--- src/rtl/peripheral_timer_bank.sv ---
// Peripheral timer bank: ID, control, status, 64-bit free-running cycle
// counter with a high-word snapshot, a reloadable down-counting timer with
// a sticky expiry flag and interrupt, and a scratch register. Accessed over
// a single-cycle request port. Read data is registered one edge after the
// request.
module peripheral_timer_bank #(
  parameter int          ADDR_W   = 27,
  parameter logic [31:0] ID_VALUE = 32'h5045_5231
) (
  input  logic              clock_i,
  input  logic              reset_i,
  input  logic              req_i,
  input  logic              rw_i,
  input  logic [ADDR_W-1:0] add_i,
  input  logic [31:0]       data_i,
  output logic [31:0]       data_o,
  output logic              irq_o
);

  localparam logic [2:0] SEL_ID     = 3'd0;
  localparam logic [2:0] SEL_CTRL   = 3'd1;
  localparam logic [2:0] SEL_STATUS = 3'd2;
  localparam logic [2:0] SEL_LO     = 3'd3;
  localparam logic [2:0] SEL_HI     = 3'd4;
  localparam logic [2:0] SEL_LOAD   = 3'd5;
  localparam logic [2:0] SEL_COUNT  = 3'd6;
  localparam logic [2:0] SEL_SCR    = 3'd7;

  logic [3:0]  ctrl;
  logic        expired;
  logic        snap_valid;
  logic [63:0] cycle_cnt;
  logic [31:0] cycle_hi_snap;
  logic [31:0] timer_load;
  logic [31:0] timer_count;
  logic [31:0] scratch;
  logic [31:0] rdata;

  logic [2:0] sel;
  logic       rd_en;
  logic       wr_en;
  logic       timer_dec;
  logic       timer_expire;
  logic       timer_reload;
  logic       unused_addr_bits;

  // Only add_i[4:2] selects a register; the remaining address bits are don't-care.
  assign sel              = add_i[4:2];
  assign unused_addr_bits = ^{add_i[ADDR_W-1:5], add_i[1:0]};
  assign rd_en            = req_i & ~rw_i;
  assign wr_en            = req_i & rw_i;

  // The timer only moves while enabled; expiry is the 1->0 step itself, so a
  // zero reload value never re-expires, and a load write suppresses the step.
  assign timer_dec    = ctrl[1] && (timer_count != 32'd0);
  assign timer_expire = ctrl[1] && (timer_count == 32'd1) && !(wr_en && sel == SEL_LOAD);
  assign timer_reload = ctrl[1] && ctrl[2] && (timer_count == 32'd0);

  // Read mux over the pre-edge register state.
  always_comb begin
    rdata = 32'd0;
    case (sel)
      SEL_ID:     rdata = ID_VALUE;
      SEL_CTRL:   rdata = {28'd0, ctrl};
      SEL_STATUS: rdata = {30'd0, snap_valid, expired};
      SEL_LO:     rdata = cycle_cnt[31:0];
      SEL_HI:     rdata = cycle_hi_snap;
      SEL_LOAD:   rdata = timer_load;
      SEL_COUNT:  rdata = timer_count;
      SEL_SCR:    rdata = scratch;
      default:    rdata = 32'd0;
    endcase
  end

  // Control and scratch registers.
  always_ff @(posedge clock_i or posedge reset_i) begin
    if (reset_i) begin
      ctrl    <= 4'd0;
      scratch <= 32'd0;
    end else if (wr_en) begin
      if (sel == SEL_CTRL) ctrl    <= data_i[3:0];
      if (sel == SEL_SCR)  scratch <= data_i;
    end
  end

  // Cycle counter: a write to CYCLE_LO clears it and takes priority over counting.
  always_ff @(posedge clock_i or posedge reset_i) begin
    if (reset_i) begin
      cycle_cnt <= 64'd0;
    end else if (wr_en && sel == SEL_LO) begin
      cycle_cnt <= 64'd0;
    end else if (ctrl[0]) begin
      cycle_cnt <= cycle_cnt + 64'd1;
    end
  end

  // High-word snapshot is captured by a CYCLE_LO read and consumed by a CYCLE_HI read.
  always_ff @(posedge clock_i or posedge reset_i) begin
    if (reset_i) begin
      cycle_hi_snap <= 32'd0;
      snap_valid    <= 1'b0;
    end else if (rd_en && sel == SEL_LO) begin
      cycle_hi_snap <= cycle_cnt[63:32];
      snap_valid    <= 1'b1;
    end else if (rd_en && sel == SEL_HI) begin
      snap_valid    <= 1'b0;
    end
  end

  // Timer: load write beats auto-reload, which beats the decrement.
  always_ff @(posedge clock_i or posedge reset_i) begin
    if (reset_i) begin
      timer_load  <= 32'd0;
      timer_count <= 32'd0;
    end else if (wr_en && sel == SEL_LOAD) begin
      timer_load  <= data_i;
      timer_count <= data_i;
    end else if (timer_reload) begin
      timer_count <= timer_load;
    end else if (timer_dec) begin
      timer_count <= timer_count - 32'd1;
    end
  end

  // Sticky expiry flag: a new expiry wins over a coincident write-one-to-clear.
  always_ff @(posedge clock_i or posedge reset_i) begin
    if (reset_i) begin
      expired <= 1'b0;
    end else if (timer_expire) begin
      expired <= 1'b1;
    end else if (wr_en && sel == SEL_STATUS && data_i[0]) begin
      expired <= 1'b0;
    end
  end

  // Registered read data (held across writes) and interrupt.
  always_ff @(posedge clock_i or posedge reset_i) begin
    if (reset_i) begin
      data_o <= 32'd0;
      irq_o  <= 1'b0;
    end else begin
      if (rd_en) data_o <= rdata;
      irq_o <= expired & ctrl[3];
    end
  end

endmodule

--- config.mk ---
export PLATFORM = sky130hd
export DESIGN_NAME = peripheral_timer_bank
export DESIGN_NICKNAME = d
export VERILOG_FILES = /design/src/rtl/peripheral_timer_bank.sv
export SDC_FILE = /design/constraint.sdc
export NUM_CORES = 1
export LEC_CHECK = 0
export CORE_UTILIZATION = 45
export DETAILED_ROUTE_END_ITERATION = 10
export PLACE_DENSITY = 0.67
export SLEW_MARGIN = 25
export SYNTH_ARGS = -nofsm -noshare
export SYNTH_HDL_FRONTEND = slang
export SYNTH_SLANG_ARGS = --single-unit
--- constraint.sdc ---
create_clock -name clock_i -period 7.2 [get_ports clock_i]
set_input_delay 0.72 -clock clock_i [delete_from_list [all_inputs] [get_ports clock_i]]
set_output_delay 0.72 -clock clock_i [all_outputs]
set_load 0.05 [all_outputs]
Yosys cells after proc, flatten, opt, wreduce, memory -nomap -nowiden
Index checks and enable logic that the tools add are counted.
{ "totals": {"elab_cells": 55, "mem_count": 0, "mem_bits_rw": 0, "in_bits": 63, "output_inout_bits": 33, "regBits": 231, "latchBits": 0, "mem_bits_ro": 0} }
{ "classes": {"n_div": 0, "n_reduce_logical": 21, "addsub": 2, "n_lt_le_gt_ge": 0, "mul": 0, "eq_ne": 8, "n_mux": 10, "n_shift": 0, "bitwise": 4} }
{ "op_table": {"columns": ["op", "count"], "rows": [
  ["case mux 32 bit (8 select lines)", 1],
  ["two-way mux 64 bit", 2],
  ["two-way mux 32 bit", 3],
  ["adder 64 x 1 -> 64 bit, second input constant", 1],
  ["== test 32 x 1 -> 1 bit, second input constant", 1],
  ["zero test 32 bit", 1],
  ["nonzero test 32 bit", 1],
  ["subtractor 32 x 1 -> 32 bit, second input constant", 1],
  ["== test 3 bit, second input constant", 4],
  ["logical AND 1 bit", 11],
  ["== test 3 x 2 -> 1 bit, second input constant", 2],
  ["nonzero test 2 bit", 3],
  ["two-way mux 1 bit", 4],
  ["AND reduction 2 bit", 2],
  ["bitwise AND 1 bit", 3],
  ["== test 3 x 1 -> 1 bit, second input constant", 1],
  ["zero test 3 bit", 1],
  ["nonzero test 3 bit", 1],
  ["zero test 1 bit", 1],
  ["NOT 1 bit", 1]
]} }

Longest topological paths before layout
Gate-level depths: netlist of the first run.
{ "depth": {"depth_word": 5, "ltp_mapped": 11, "mapped_depth_nobuf": 8} }

Worst setup path after synthesis of the first run
Ideal clock, no wire load.
{ "synth_timing": {"path_type": "input-to-reg", "from": "in add_i[3]", "to": "reg scratch[0]", "t_arrival_ns": 2.364, "slack_ns": 4.712, "n_path_buf": 2, "setup_time_ns": 0.125, "stages": 5, "required_ns": 7.075, "path_cell_list": "clkbuf_1 and2_1 nor3b_1 clkbuf_1 mux2_2"} }
{ "synth_between": {"elab_chain_cells": 2} }
{ "synth_lines": {"columns": ["element", "line_no", "source"], "rows": [
  ["start: declaration", "14", "input logic [ADDR_W-1:0] add_i,"],
  ["== test 3 bit", "82", "if (sel == SEL_SCR) scratch <= data_i;"],
  ["AND reduction 2 bit (no source line)", null, null],
  ["end signal: assignment", "82", null],
  ["end: declaration", "36", "logic [31:0] scratch;"]
]} }
Every way passes these cells.
A chain may end at the register's enable or synchronous reset.

Worst setup path in the final report of the first run
{ "layout_timing": {"from": "in add_i[4]", "to": "reg timer_count[25]"} }
{ "layout_between": {"elab_chain_cells": 3, "elab_cells_between_ends": 4, "classes_between": "eq/ne (1); mux (1); reduce/logical (2)"} }
{ "layout_lines": {"columns": ["element", "line_no", "source"], "rows": [
  ["== test 3 bit *", "115", "end else if (wr_en && sel == SEL_LOAD) begin"],
  ["logical AND 1 bit *", "115", null],
  ["nonzero test 3 bit (no source line) or two-way mux 32 bit (tied branches)", null, null],
  ["end signal: assignment", "117", "timer_count <= data_i;"],
  ["end signal: assignment", "119", "timer_count <= timer_load;"],
  ["end signal: assignment", "121", "timer_count <= timer_count - 32'd1;"],
  ["end: declaration", "35", "logic [31:0] timer_count;"]
]} }
Every way passes the cells marked *; elsewhere a longest branch is shown, timed or not.

==> results of run 1 <==
-- worst min-delay path by stage --
stage	start	end	slack, ns	cells after the start
2_1_floorplan	timer_load[10]$_DFFE_PP0P_	timer_load[10]$_DFFE_PP0P_	0.45	2
3_3_place_gp	data_o[0]$_DFFE_PP0P_	data_o[0]$_DFFE_PP0P_	0.46	2
3_5_place_dp	data_o[31]$_DFFE_PP0P_	data_o[31]$_DFFE_PP0P_	0.47	2
4_1_cts	data_o[31]$_DFFE_PP0P_	data_o[31]$_DFFE_PP0P_	0.49	2
5_1_grt	data_o[21]$_DFFE_PP0P_	data_o[21]$_DFFE_PP0P_	0.50	2
6_report	data_o[6]$_DFFE_PP0P_	data_o[6]$_DFFE_PP0P_	0.48	2
-- stage by stage --
stage	total power (W)	setup WS [ns]	hold WS, ns	std cells	area [sq um]
after detailed placement	0.00291	3.08	0.473	1535	12900
after floorplan	0.00254	0.147	0.454	1176	11900
after global routing	0.00446	3.41	0.499	1582	13800
after global placement	0.00287	3.09	0.461	1535	12900
after CTS	0.00426	3.63	0.485	1581	13800
final	0.00426	3.49	0.481	1582	13800
-- logic make-up after synthesis --
| group | Yosys count |
|---|---|
| fa+ha+maj | 3 |
| compound gates | 193 |
| flops | 231 |
| xor+xnor | 57 |
| simple gates | 507 |
| buf+inv | 80 |
| mux | 105 |
-- synthesized netlist by cell type (all sizes together), types with 10 or more instances --
library cell / number / share of area
nor2: 126 / 0.040
inv: 16 / 0.0051
o21ai: 51 / 0.021
mux4: 27 / 0.051
nand4: 24 / 0.016
a21oi: 37 / 0.016
or4: 10 / 0.0066
a221oi: 17 / 0.013
xor2: 31 / 0.023
nor4: 14 / 0.012
or3: 15 / 0.0083
nand2: 191 / 0.060
dfrtp: 231 / 0.49
mux2: 71 / 0.067
a22oi: 19 / 0.012
a31oi: 14 / 0.0074
clkbuf: 39 / 0.012
and2: 10 / 0.0053
xnor2: 26 / 0.019
buf: 25 / 0.011
nand3: 37 / 0.016
nor3: 38 / 0.018
-- cell usage in the layout, fill, tap and decap left out, types with 10 or more instances in the layout --
cell type / instances
sky130_fd_sc_hd__nor3_1: 34
sky130_fd_sc_hd__dfrtp_1: 231
sky130_fd_sc_hd__mux2_2: 71
sky130_fd_sc_hd__clkdlybuf4s50_1: 69
sky130_fd_sc_hd__a22oi_1: 19
sky130_fd_sc_hd__nand4_1: 21
sky130_fd_sc_hd__xnor2_1: 26
sky130_fd_sc_hd__a31oi_1: 14
sky130_fd_sc_hd__nor2_1: 123
sky130_fd_sc_hd__buf_4: 16
sky130_fd_sc_hd__nand2_1: 191
sky130_fd_sc_hd__or3_1: 14
sky130_fd_sc_hd__nand3_1: 37
sky130_fd_sc_hd__a221oi_1: 17
sky130_fd_sc_hd__inv_1: 15
sky130_fd_sc_hd__xor2_1: 31
sky130_fd_sc_hd__clkbuf_16: 27
sky130_fd_sc_hd__a21oi_1: 37
sky130_fd_sc_hd__and2_1: 10
sky130_fd_sc_hd__mux4_2: 27
sky130_fd_sc_hd__o21ai_0: 50
-- power groups by stage --
stage	Sequential [W]	Combinational (W)	Clock (W)
final	0.00192	0.00100	0.00134
after global routing	0.00196	0.00108	0.00142
after CTS	0.00191	0.000989	0.00136
after detailed placement	0.00193	0.000981	0
after global placement	0.00192	0.000957	0
after floorplan	0.00193	0.000615	0
-- layout make-up --
type                       instances  area (sq um)  share of cell area
clock inverter                     9          95.1             0.00689
timing repair buffer              89           852              0.0617
inverter                          16          67.6             0.00490
sequential                       231          5780               0.419
multi-input combinational        865          5810               0.421
tap                              335           419              0.0304
clock buffer                      37           773              0.0560
-- worst register-to-register path, cell delays in order, from the launching register on --
cell	delay, ns
sky130_fd_sc_hd__dfrtp_1	0.46
sky130_fd_sc_hd__inv_1	0.09
sky130_fd_sc_hd__ha_1	0.20
sky130_fd_sc_hd__nor4b_2	0.51
sky130_fd_sc_hd__nand4_4	0.25
sky130_fd_sc_hd__or3_1	0.74
sky130_fd_sc_hd__nand2_1	0.50
sky130_fd_sc_hd__o21ai_0	0.19
sky130_fd_sc_hd__a22o_1	0.29
-- per-layer routing --
layer  track usage  vias to the layer above
met5             0                        -
met4        0.0813                        0
met3        0.0417                       57
met2         0.383                      385
met1         0.385                     4751
li1              -                     4339
-- flip-flops by register name, summed over array words and instances, names as in the netlist --
signal,count
scratch,32
data_o,32
cycle_hi_snap,32
ctrl,4
expired,1
timer_count,32
snap_valid,1
irq_o,1
cycle_cnt,64
timer_load,32
==> results.txt, run 1 <==
The run finished with clean final reports. The relative slew slack is 0.339. The floorplan step defined a die boundary enclosing 27100 sq um.

The master of the slowest instance on the critical path is sky130_fd_sc_hd__or2_1. The number of gates on the worst path with buffers counted is 8. The setup violation total in the final timing report is 0. The fraction of synthesized cell area in xor and xnor cells came out at 0.0420.

Routed signal wires occupy layers up through met4. The setup path with the least slack is of type input pin to flip-flop. Routability-driven placement finished with a final weighted congestion of between 0.8 and 0.9.

The most instantiated flip-flop cell in the synthesis netlist is sky130_fd_sc_hd__dfrtp_1. The final standard cell utilization of the core is 0.531. At the pin with the least slew margin, the transition time is between 0.9 and 1 ns. The clock buffer count from CTS is 26. The worst path arrival time came out at 4.13 ns. The wire length of the first global-routing pass came out at 53500 um.

The critical-path maximum fanout is slightly below 60. Counting every sink on the clock net gives roughly 230. The wire length on met3 is around 2700 um.

The overall fraction of global-route tracks in use came out at 0.258. The pin count of the biggest net entering global routing is 89. The starting utilization of the core area came out at 0.458. The simple-gate share of the synthesized area came out at 0.209. In this run the critical register-to-register path is launched from timer_count[0]$_DFFE_PP0P_. Walking the worst path, the cells encountered are clkdlybuf4s50_1 -> buf_4 -> inv_1 -> nor3b_2 -> buf_4 -> or2_1 -> o21ai_0 -> a22o_1. The worst setup path is captured at a flip-flop. The total number of nets in the final design is between 1000 and 1500. Setup repair after global routing left no endpoint under its margin. The HPWL after detailed placement is roughly 23000 um. After detailed routing, the average wire length per cell comes to 21.4 um. After synthesis, the netlist uses between 70 and 80 different library cells. Of the total power, registers draw 0.450. Timing would allow up to roughly 270 MHz. The clock latency at the later pin of the worst-skew pair came out at ~0.53 ns. The net count of the mapped netlist came out at about 1200. The slack of the worst reg-to-reg path came out at roughly 3.9 ns. The via count of the routed design is roughly 9500. The ratio of routed vias to standard cells came out at around 6.0. The share of synthesized flip-flops with an asynchronous set or reset is 1.00. The critical path launch point type is an input pin.

The area growth from synthesis to layout is 16.1%. Adding up every negative setup slack in the final design gives 0 ns. After clock tree synthesis, the clock-pin slew on the worst setup and hold paths is 0.06 ns.

The portion of synthesized area spent on multiplexers is 0.124. The cell family with the largest share of critical-path delay is buffers and inverters. The final-report hold violation count came out at 0. The number of antenna violations at the first check in global routing came out at 0. The number of gates resized after CTS was 0. The DRC violation count after routing is 0. The share of the Yosys chip area taken by registers is 0.486. The worst voltage drop across the vdd grid came out at roughly 280 uV. The critical path contains buffers and inverters numbering 4 combined. After synthesis, the largest family of logic cells by area is simple AND/OR/NAND/NOR gates.

The detailed router's first-iteration violation count is ~1000. The fraction of the mapped netlist area in compound gates came to 0.108. The hold buffer count at CTS came out at 0. The count of port buffers added during placement came out at 71. The number of inserted filler cells in the final layout is about 2300. The net switching share of the total power is 0.331.

The endpoint identified for the worst register-to-register timing path is timer_count[25]$_DFFE_PP0P_. The combinational fraction of design power is 0.235. For this design the ratio of total power to cell area is 309 nW/um^2. The number of max-slew violations in the final report is 0. The number of flops mapped to enable cells by yosys is 0. The number of buffers added for setup after CTS is 0. between 90 and 100 I/O pins were placed. Summed over all nets, the switching power comes to approximately 0.0014 W. The wire length on met2 is about 15000 um. The detailed-routing wirelength on met1 came out at 15200 um. The setup clock skew after layout is around 0.0093 ns. The tree is rooted in a sky130_fd_sc_hd__clkbuf_16. The overall die height came out at 165 um.

The core footprint came out at approximately 26000 sq um. After global routing the overflow that remains totals 0. The path class of the tightest hold or removal check is flip-flop to flip-flop. TritonCTS built the clock tree. The maximum level of the CTS H-tree is 1. For this run, the slowest stage of the critical path takes ~0.84 ns. The number of global-route vias before repair came out at 9266. The leakage power figure is around 5.7 nW.

The post-synthesis average cell area came out at between 10 and 15 sq um. In this run the worst setup path begins at add_i[4]. The shortest clock period the worst path allows after layout came out at approximately 3.7 ns. The netlist area before placement came out at about 12000 sq um. Following the worst setup path forward leads to its endpoint at timer_count[25]$_DFFE_PP0P_. Max-cap violations in this run came to 0.

The internal power summed over all cells came out at 0.00285 W. The number of warning messages in the yosys log is 0. The cell that appears most often on the critical path is sky130_fd_sc_hd__buf_4.

The total wire length came out at between 30000 and 40000 um. The length of the first detailed-routing pass in iterations came out at 5. The clock share of power is 0.315. The maximum buffer depth of the clock tree came out at 3.

Counting every instance in the synthesized netlist gives approximately 1200. In this run, synthesis produced a sequential element count of around 230. The number of cell rows came out at 59. The area share of fa/ha/maj cells after synthesis came out at 0.00316. The number of antenna diodes in the final layout is 0. The worst-case reg-to-reg path depth is 8.

The portion of the clock cycle consumed by the worst path in the final layout is 0.515. STA puts the critical path data required time at between 7 and 8 ns. Of the cells placed in the final design, the portion with a size suffix greater than 1 is 0.157. The count of nets left with antenna violations once routing finished came out at 0.

The die is about 160 um wide.
Note: power is estimated with default switching activity, not from simulation.
==> run 2: changes to the inputs <==
==> constraint.sdc (replaced) <==
create_clock -name clock_i -period 3.4 [get_ports clock_i]
set_input_delay 0.34 -clock clock_i [delete_from_list [all_inputs] [get_ports clock_i]]
set_output_delay 0.34 -clock clock_i [all_outputs]
set_load 0.05 [all_outputs]
==> run 2 against run 1 <==
Net effect:
- non-clock buffer count increased by 23
- die area unchanged
- final area increased by 2.3%
- final cell count increased by 1.5%
- worst setup slack got worse by 2.9 ns
- clock-buffer cell count increased by 3
- power increased by 120%
- critical path depth unchanged
- first-iteration DRC count decreased by 0.88%
- routed wire length increased by 1.3%
- largest cell class unchanged
==> results.txt, run 2 (synthesized netlist as in run 1, its figures left out) <==
The clock latency at the later pin of the worst-skew pair is 0.54 ns (about the same). The leakage power figure is 5.90 nW (+2.9%). The share of cells above drive strength 1 came out at 0.171 (+0.0137). The shortest clock period the worst path allows after layout is 2.84 ns. The portion of the clock cycle consumed by the worst path in the final layout came out at 0.836.

The HPWL after detailed placement came out at 24100 um (+5.4%). The detailed router's first-iteration violation count was 1012 (-0.88%). The endpoint required time on the critical path came out at 3.82 ns (-3.80 ns).

The total power per unit cell area came out at 656 nW/um^2 (+110%). In this run the worst hold path is classified as input pin to async pin. The final-report hold violation count is 0 (unchanged). The setup violation total in the final timing report came to 0 (unchanged). The overall die height is 165 um (unchanged). The net switching power came out at 0.00302 W (+110%). The total wire length is 34300 um (+1.3%). The DRC violation count after routing came out at 0 (unchanged). The maximum buffer depth of the clock tree is 3 (unchanged). The worst-margin pin slew is 0.891 ns (-0.0912 ns). The worst voltage drop across the vdd grid came to 434 uV (+55%). The combinational fraction of design power came out at 0.233 (-0.002). The element type at the critical path end is a flip-flop. The flip-flop count of the largest register, all copies and words added came out at 64 (unchanged). The number of inserted diodes came out at 0 (unchanged). The length of the first detailed-routing pass in iterations is 6 (+1). The clock buffer count from CTS is 27 (+3.8%). The number of max-slew violations in the final report came out at 0 (unchanged). The post-route setup TNS is 0 ns (unchanged).

The count of port buffers added during placement was 71 (unchanged). The via count of the routed design is 9672 (+1.5%). The setup clock skew after layout came to 0.0243 ns (+0.0150 ns).

The count of boundary I/O pins came to 96 (unchanged). The relative slew slack is 0.405 (+0.0656). The total number of nets in the final design was 1319 (+1.9%). The critical-path maximum fanout was 7 (-88%). The kind of critical path is flip-flop to flip-flop. TritonCTS built the clock tree. The die boundary width was 165 um (unchanged). The number of antenna violations at the first check in global routing is 2 (+2). The pin count of the biggest net entering global routing came to 59 (-34%). The internal power summed over all cells was 0.00625 W (+120%).

The overall fraction of global-route tracks in use came to 0.262 (+0.00359). The number of cell rows was 59 (unchanged). The number of gates resized after cts is 0 (unchanged).

The core footprint came out at 26000 sq um (unchanged). The overall die area is 27100 sq um (unchanged). Leaving out fill and tap cells, the most frequent cells in the layout are sky130_fd_sc_hd__dfrtp_1, sky130_fd_sc_hd__nand2_1, sky130_fd_sc_hd__nor2_1, sky130_fd_sc_hd__mux2_2, sky130_fd_sc_hd__clkdlybuf4s50_1.

The starting utilization of the core area is 0.458 (unchanged). The final RePlAce weighted congestion came to 0.913 (+4.8%). The number of global-route vias before repair came out at 9443 (+1.9%). The clock edge transition at the registers on the reported setup and hold paths came to 0.06 ns (about the same). The number of inserted filler cells in the final layout came out at 2289 (-0.87%). The leading cell type in the layout, fill and taps excluded is sky130_fd_sc_hd__dfrtp_1. The sequential share of power came to 0.440 (-0.010).

The worst path arrival time was 3.26 ns (-0.87 ns). The synthesis-to-layout area growth came out at 18.8%. The run finished with clean final reports. Setup repair after global routing left no endpoint under its margin. The wire length of the first global-routing pass came out at 54100 um (+1.2%).

The cell at the root of the clock tree is sky130_fd_sc_hd__clkbuf_16. The post-route non-filler standard cell count was 1605 (+1.5%). The highest clock frequency the design can meet came out at roughly 350 MHz. cycle_cnt holds more flip-flops than any other register. The net switching share of the total power is 0.326 (-0.00461). The ratio of routed vias to standard cells is 6.03 (about the same).

The number of routed nets with antenna violations is 0 (unchanged). The average wire length per cell after detail routing came out at 21.4 um (-0.17%). The number of buffers added for setup after CTS came to 0 (unchanged). The total grt overflow came to 0 (unchanged).

The hold buffer count at CTS is 0 (unchanged). The number of clock sinks seen by CTS came out at 231 (unchanged). The number of cells in the design after placement is 1559 (+1.6%).

The number of max-cap violations came out at 0 (unchanged). The worst setup path is launched from a flip-flop. The maximum level of the CTS H-tree came out at 1 (unchanged). The clock share of power was 0.327 (+0.012).
run 2: layout make-up:
cell class / instances / area, sq um / share of cell area
Tap cell: 335 / 419 / 0.0297
Clock inverter: 6 / 113 / 0.00797
Sequential cell: 231 / 5780 / 0.409
Inverter: 16 / 63.8 / 0.00452
Multi-Input combinational cell: 865 / 5800 / 0.411
Clock buffer: 40 / 825 / 0.0584
Timing Repair Buffer: 112 / 1120 / 0.0794
run 2: per-stage QoR:
stage,worst slack [ns],util,power [W],cell area [sq um],hold slack (ns)
floorplan,0.0381,-,0.00539,11900,0.445
global placement,0.688,0.507,0.00616,13200,0.461
detailed placement,0.628,0.507,0.00623,13200,0.468
CTS,0.597,0.543,0.00929,14100,0.344
global route,0.473,0.543,0.00969,14100,0.375
finish,0.556,0.543,0.00927,14100,0.327
run 2: path summary, 6_finish.rpt:
path	endpoint	start	cells past startpoint	slack, ns
min in group clock_i	timer_load[10]$_DFFE_PP0P_	data_i[10]	3	0.39
max in group asynchronous	timer_count[15]$_DFFE_PP0P_	reset_i	3	2.21
worst min-delay path	data_o[26]$_DFFE_PP0P_	reset_i	2	0.33
worst max register to register	timer_count[25]$_DFFE_PP0P_	timer_count[1]$_DFFE_PP0P_	8	0.56
worst max-delay path	timer_count[25]$_DFFE_PP0P_	timer_count[1]$_DFFE_PP0P_	8	0.56
worst min register to register	data_o[11]$_DFFE_PP0P_	data_o[11]$_DFFE_PP0P_	2	0.48
run 2: routing by layer:
metal | GRT usage | vias up | routed length (um)
li1 | - | 4395 | -
met1 | 0.383 | 4840 | 15200
met2 | 0.402 | 371 | 15400
met3 | 0.0377 | 64 | 2710
met4 | 0.0776 | 2 | 861
met5 | 0 | - | 9
run 2: power by group through the flow:
| stage | Combinational, W | Sequential [W] | Clock, W |
|---|---|---|---|
| after floorplan | 0.00130 | 0.00409 | 0 |
| after CTS | 0.00215 | 0.00406 | 0.00309 |
| after detailed placement | 0.00213 | 0.00410 | 0 |
| final | 0.00216 | 0.00408 | 0.00304 |
| after global placement | 0.00208 | 0.00407 | 0 |
| after global routing | 0.00235 | 0.00416 | 0.00318 |
run 2: worst max-delay path, stage by stage, from the launching register on:
cell	delay, ns
sky130_fd_sc_hd__dfrtp_1	0.43
sky130_fd_sc_hd__inv_1	0.10
sky130_fd_sc_hd__ha_1	0.24
sky130_fd_sc_hd__nor4b_2	0.39
sky130_fd_sc_hd__nand4_4	0.21
sky130_fd_sc_hd__or3_1	0.58
sky130_fd_sc_hd__nand2_1	0.35
sky130_fd_sc_hd__o21ai_0	0.16
sky130_fd_sc_hd__a22o_1	0.25
==> run 3: changes to the inputs <==
==> constraint.sdc (replaced) <==
create_clock -name clock_i -period 2.6 [get_ports clock_i]
set_input_delay 0.26 -clock clock_i [delete_from_list [all_inputs] [get_ports clock_i]]
set_output_delay 0.26 -clock clock_i [all_outputs]
set_load 0.05 [all_outputs]
==> run 3 against run 2 <==
Net effect:
- flip-flop and latch count unchanged
- die area unchanged
- non-clock buffer count increased by 51
- worst setup slack got worse by 0.42 ns
- global-route usage increased by 0.53 points
- final cell count increased by 3.3%
- fmax increased by 16%
- core utilization increased by 1.9 points
- final area increased by 3.5%
- via count increased by 2.4%
- power increased by 36%
==> results.txt, run 3 (synthesized netlist as in run 1, its figures left out) <==
The flow ran to the end, and the final reports show no timing, DRC or antenna violations. The share of cells above drive strength 1 is 0.207 (+0.0362). The relative slew slack was 0.497 (+0.0924).

In the layout the commonest cells are sky130_fd_sc_hd__dfrtp_1, sky130_fd_sc_hd__nand2_1, sky130_fd_sc_hd__nor2_1, sky130_fd_sc_hd__buf_4, sky130_fd_sc_hd__mux2_2. The critical-path maximum fanout came to 9 (+2). The clock tree from TritonCTS is built. The total wire length came out at 35300 um (+2.9%).

The highest clock frequency the design can meet came to 406 MHz (+16%). The hold buffer count at CTS is 0 (unchanged). The overall die area came out at 27100 sq um (unchanged). The critical path is of the flip-flop to flip-flop type.

The clock latency at the later pin of the worst-skew pair was 0.53 ns (about the same). The worst hold path belongs to the class input pin to async pin. The total grt overflow came out at 0 (unchanged). The total power per unit cell area is 864 nW/um^2 (+32%). The setup violation total in the final timing report is 0 (unchanged). Setup repair after global routing left no endpoint under its margin. The register area came out at 5780 sq um (unchanged). The final RePlAce weighted congestion came out at 0.940 (+3.0%). Leaving out fill and tap cells, the most frequent cell in the layout is sky130_fd_sc_hd__dfrtp_1. The clock edge transition at the registers on the reported setup and hold paths is 0.06 ns (about the same). The post-route worst setup slack came to 0.140 ns (-0.417 ns).

The pre-CTS setup slack came out at 0.0783 ns (-0.550 ns). The post-route non-filler standard cell count came out at 1658 (+3.3%). The overall fraction of global-route tracks in use is 0.267 (+0.00529). The number of cell rows came out at 59 (unchanged). The worst hold slack after final layout is 0.236 ns (-0.0908 ns). The number of cells in the design after placement came out at 1608 (+3.1%).

The area growth from synthesis to layout is 22.9%. The number of max-slew violations in the final report came to 0 (unchanged). The length of the first detailed-routing pass in iterations is 5 (-1). The wire length on met2 is 16000 um (+3.4%). The number of global-route vias before repair is 9607 (+1.7%). The starting utilization of the core area was 0.458 (unchanged).

The area of combinational cells with multiple inputs is 5820 sq um (+0.41%). The number of inserted filler cells in the final layout came out at 2274 (-0.66%). The slack of the worst reg-to-reg path is 0.14 ns (-0.42 ns). The detailed-routing wirelength on met1 is 15500 um (+1.5%). The final standard cell utilization of the core came out at 0.562 (+0.0190). The total power draw came out at 0.0126 W (+36%). The number of max-cap violations is 0 (unchanged).

The portion of the clock cycle consumed by the worst path in the final layout came out at 0.946 (+0.110). The wire length on met3 was 2970 um (+9.7%). The total number of nets in the final design came out at 1369 (+3.8%).

The core footprint came out at 26000 sq um (unchanged). The number of antenna violations at the first check in global routing came out at 0 (-2). The pin count of the biggest net entering global routing came to 120 (+100%).

The worst path arrival time is 2.87 ns (-0.39 ns). The ratio of routed vias to standard cells was 5.97 (-0.87%). The average wire length per cell after detail routing came out at 21.3 um (-0.37%). The via count of the routed design was 9904 (+2.4%). The element type at the critical path end is a flip-flop. The number of routed nets with antenna violations was 0 (unchanged). The detailed router's first-iteration violation count is 988 (-2.4%). The register with the most flip-flops is cycle_cnt.

The DRC violation count after routing came out at 0 (unchanged). The count of port buffers added during placement is 71 (unchanged). The shortest clock period the worst path allows after layout came out at 2.46 ns (-0.383 ns). The root buffer cell chosen for the clock tree is sky130_fd_sc_hd__clkbuf_16. The flip-flop count of the largest register, all copies and words added came out at 64 (unchanged). The worst voltage drop across the vdd grid was 500 uV (+15%). The endpoint required time on the critical path came out at 3.01 ns (-0.81 ns).

The uppermost metal layer occupied by signal nets is met4. The final-report hold violation count came out at 0 (unchanged). The HPWL after detailed placement is 25400 um (+5.3%). The clock buffer count from CTS came to 26 (-3.7%). The count of boundary I/O pins came out at 96 (unchanged). The number of clock sinks seen by CTS is 231 (unchanged). The die boundary width was 165 um (unchanged). The setup clock skew after layout is 0.0109 ns (-0.0134 ns). The overall die height is 165 um (unchanged). The wire length of the first global-routing pass came out at 55100 um (+1.7%). The leakage power figure is 6.19 nW (+5.0%). The maximum buffer depth of the clock tree came out at 3 (unchanged). The worst-margin pin slew is 0.755 ns (-0.137 ns). The maximum level of the CTS H-tree is 1 (unchanged).

The worst setup path is launched from a flip-flop. The number of inserted diodes came out at 0 (unchanged).
==> run 3: cell types whose count changed in the layout (fill, tap and decap cells not counted), moves of 2 or more <==
cell / delta
sky130_fd_sc_hd__buf_4: +49
sky130_fd_sc_hd__or3_1: -2
sky130_fd_sc_hd__inv_6: -2
sky130_fd_sc_hd__or3_4: +2
sky130_fd_sc_hd__clkbuf_8: -2
sky130_fd_sc_hd__clkinv_2: +4
sky130_fd_sc_hd__bufinv_16: +3
sky130_fd_sc_hd__buf_12: +2
==> run 3: where the power goes <==
group          internal (W)  total, W  switching [W]
Sequential          0.00443   0.00525       0.000823
Clock               0.00271   0.00421        0.00150
Combinational       0.00144   0.00316        0.00173
Total               0.00857    0.0126        0.00405
==> run 3: path summary, 6_finish.rpt <==
check                                              end                        from  cells past startpoint
max reg2reg                timer_count[17]$_DFFE_PP0P_  timer_count[1]$_DFFE_PP0P_                      9
min in group clock_i         timer_load[9]$_DFFE_PP0P_                   data_i[9]                      3
max in group asynchronous      scratch[22]$_DFFE_PP0P_                     reset_i                      3
max                        timer_count[17]$_DFFE_PP0P_  timer_count[1]$_DFFE_PP0P_                      9
min reg2reg                     data_o[20]$_DFFE_PP0P_      data_o[20]$_DFFE_PP0P_                      2
min                          cycle_cnt[23]$_DFFE_PP0P_                     reset_i                      3
==> run 3: critical path: stages (launching register included) <==
cell                      delay, ns
sky130_fd_sc_hd__dfrtp_1       0.37
sky130_fd_sc_hd__inv_1         0.08
sky130_fd_sc_hd__ha_1          0.19
sky130_fd_sc_hd__nor4b_4       0.32
sky130_fd_sc_hd__nand4_4       0.21
sky130_fd_sc_hd__o41a_1        0.38
sky130_fd_sc_hd__buf_4         0.20
sky130_fd_sc_hd__nand2_1       0.23
sky130_fd_sc_hd__o21ai_0       0.15
sky130_fd_sc_hd__a31o_2        0.23
==> run 3: stage by stage <==
step                      instance area (sq um)  TNS, ns
after floorplan                           11900  -157.53
after global placement                    13600        0
after detailed placement                  13600        0
after CTS                                 14600        0
after global routing                      14600        0
final                                     14600        0
==> run 3: area by class of cell <==
cell class | instances | area share
clock buffers | 37 | 0.0543
inverters | 16 | 0.00437
multi-input cells | 865 | 0.399
clock inverters | 11 | 0.0140
repair buffers | 163 | 0.105
flip-flops and latches | 231 | 0.396
well taps | 335 | 0.0287
==> run 3: what timing repair did <==
item | CTS | global route
buffers inserted | 0 | 2
resized for setup | 0 | 4
setup endpoints to repair | 0 | 18
==> run 3: per-layer routing <==
metal,vias to the layer above,GRT usage
li1,4472,-
met1,4967,0.382
met2,407,0.409
met3,58,0.0547
met4,0,0.0763
met5,-,0
==> patch, RTL diff (flow settings as in run 1) <==
Put one more register stage on the output `data_o`, without a reset. The value now appears one clock later. The other outputs are not delayed to match.
--- a/src/rtl/peripheral_timer_bank.sv
+++ b/src/rtl/peripheral_timer_bank.sv
@@ -26,4 +26,6 @@
   localparam logic [2:0] SEL_COUNT  = 3'd6;
   localparam logic [2:0] SEL_SCR    = 3'd7;
+
+  logic [31:0] data_s0;
 
   logic [3:0]  ctrl;
@@ -137,12 +139,16 @@
   always_ff @(posedge clock_i or posedge reset_i) begin
     if (reset_i) begin
-      data_o <= 32'd0;
+      data_s0 <= 32'd0;
       irq_o  <= 1'b0;
     end else begin
-      if (rd_en) data_o <= rdata;
+      if (rd_en) data_s0 <= rdata;
       irq_o <= expired & ctrl[3];
     end
   end
 
+  always_ff @(posedge clock_i) begin
+    data_o <= data_s0;
+  end
+
 endmodule
 
Formal check against the unedited RTL: not equivalent (a bounded check fails within 4 cycles, from zero or initial values and one cycle with reset_i high).
==> patch against run 1 <==
- count of clock-buffer cells in the layout increased by 5
- cell area increased by 4.0%
- wire length decreased by 2.0%
- power increased by 7.9%
- maximum frequency decreased by 6.9%
- worst setup slack got worse by 0.27 ns
- sequential share of layout area increased by 2.9 points
- sequential cell count increased by 32
- synthesized area increased by 4.5%
- synthesized cell count increased by 4.5%
- via count increased by 1.2%
- worst hold slack got worse by 0.12 ns
- critical endpoint is now timer_count[3]
- largest cell class is now flip-flops and latches
==> patch: results (changes against run 1) <==
{| class="wikitable"
! Metric !! Value
|-
| Result of the run || completed (unchanged)
|-
| Number of different library cells in the post-synthesis netlist || 63 (was 72)
|-
| Leakage power summed over all cells || 6.08 nW (was 5.73 nW)
|-
| Biggest area contributors in the synthesized netlist || dfrtp_1 (47%), nand2_1 (6.6%), mux2_2 (6.4%) (was dfrtp_1 (49%), mux2_2 (6.7%), nand2_1 (6.0%))
|-
| Net count of the mapped netlist || 1295 (was 1242)
|-
| Transition time at the pin with the least slew margin || 0.962 ns (was 0.982 ns)
|-
| Number of buffer cells added on primary ports || 71 (unchanged)
|-
| Fin Clk Skew || 0.0109 ns (was 0.00926 ns)
|-
| Worst setup slack before clock tree synthesis || 3.00 ns (was 3.08 ns)
|-
| Number of global-route vias before repair || 9428 (was 9266)
|-
| Compound-gate portion of the synthesized area || 0.111 (was 0.108)
|-
| Post-CTS Setup Inserts || 0 (unchanged)
|-
| Via count || 9643 (was 9532)
|-
| Hold/Removal Path Class || register to register (unchanged)
|-
| WL met1 || 14900 um (was 15200 um)
|-
| Share of the yosys chip area belonging to registers || 0.517 (was 0.486)
|-
| GRT Overall Usage || 0.240 (was 0.258)
|-
| Final weighted congestion in routability-driven placement || 0.852 (was 0.871)
|-
| Largest net degree at the start of global routing || 88 (was 89)
|-
| Amount of wire on met3 after detailed routing || 2600 um (was 2690 um)
|-
| Placed wire-length estimate after detailed placement || 22200 um (was 22900 um)
|-
| Clock slew at reported path FFs || 0.06 ns (about the same)
|-
| IR Drop Worst-Case VDD || 206 uV (was 280 uV)
|-
| Proportion of netlist area held by the largest area contributor || 0.465 (was 0.486)
|-
| Per-cell routed wire length || 20.3 um (was 21.4 um)
|-
| Synth cell count leaders || dfrtp_1 (231), nand2_1 (217), nor2_1 (110) (was dfrtp_1 (231), nand2_1 (191), nor2_1 (125))
|-
| Count of filler cells inserted in the layout || 2403 (was 2309)
|-
| Count of routing violations after the opening detailed-route iteration || 1023 (was 1021)
|-
| Layout cells sized above 1 || 0.136 (was 0.157)
|-
| Met2 wire length || 14900 um (was 15000 um)
|-
| Area share of fa/ha/maj cells after synthesis || 0.00302 (was 0.00316)
|-
| Number of CTS-inserted buffers || 28 (was 26)
|-
| Wire length of the first global-routing pass || 53000 um (was 53500 um)
|-
| Share of flip-flops with an asynchronous set or reset after synthesis || 0.878 (was 1.00)
|-
| Max Fanout on Critical Path || 14 (was 59)
|-
| Xor-xnor portion of the synthesized cell area || 0.0416 (was 0.0420)
|-
| Fraction of synthesized area in multiplexers || 0.115 (was 0.124)
|}
patch: cell count changes in the layout (fill, tap and decap cells not counted), sizes merged, moves of 8 or more:
cell / before / now
o22a: 1 / 9
nor3: 38 / 23
xnor2: 26 / 35
o21ai: 51 / 63
a221oi: 17 / 7
nand2: 191 / 217
a21oi: 37 / 48
a31oi: 14 / 22
nor2: 126 / 111
dfxtp: 0 / 32
patch: per-layer routing:
metal,vias up,track usage
met5,-,0
met4,0,0.0632
met3,46,0.0461
met2,356,0.374
met1,4778,0.345
li1,4463,-
patch: cell type report:
cell class | count | area, sq um | area share
sequential | 263 | 6420 | 0.447
timing repair buffer | 89 | 838 | 0.0584
clock inverter | 9 | 87.6 | 0.00610
multi-input combinational | 879 | 5690 | 0.396
clock buffer | 42 | 825 | 0.0575
inverter | 15 | 63.8 | 0.00445
tap | 341 | 427 | 0.0297
patch: worst max-delay path, stage by stage (launching register included):
cell     delay [ns]
dfrtp_1        0.47
inv_1          0.14
ha_1           0.34
or4b_2         0.66
or4_4          0.53
nor4_2         0.88
buf_4          0.40
a22o_1         0.20
o21ai_0        0.09
a21oi_1        0.17
patch: per-stage QoR:
step	std cells	total power, mW	cell area (sq um)
2_1_floorplan	1229	2.79	12400
3_3_place_gp	1586	3.15	13400
3_5_place_dp	1586	3.19	13400
4_1_cts	1637	4.61	14300
5_1_grt	1638	4.83	14400
6_report	1638	4.60	14400
patch: cell families (layout without fill, tap and decap cells):
group / Yosys count / after routing
flops: 263 / 263
xor+xnor: 59 / 59
compound gates: 218 / 218
simple gates: 498 / 498
fa+ha+maj: 3 / 3
buf+inv: 87 / 155
mux: 101 / 101
patch: where the power goes:
| part | switching (mW) | internal, mW |
|---|---|---|
| Combinational | 0.617 | 0.456 |
| Sequential | 0.312 | 1.81 |
| Clock | 0.580 | 0.827 |
| Total | 1.51 | 3.09 |
patch: worst paths after layout:
path	startpoint	endpoint	slack [ns]	cells after the start
max in group asynchronous	reset_i	scratch[11]	5.21	3
min	data_s0[21]	data_o[21]	0.36	0
min reg2reg	data_s0[21]	data_o[21]	0.36	0
min in group asynchronous	reset_i	data_s0[25]	0.68	2
max	timer_count[1]	timer_count[3]	3.22	9
max reg2reg	timer_count[1]	timer_count[3]	3.22	9
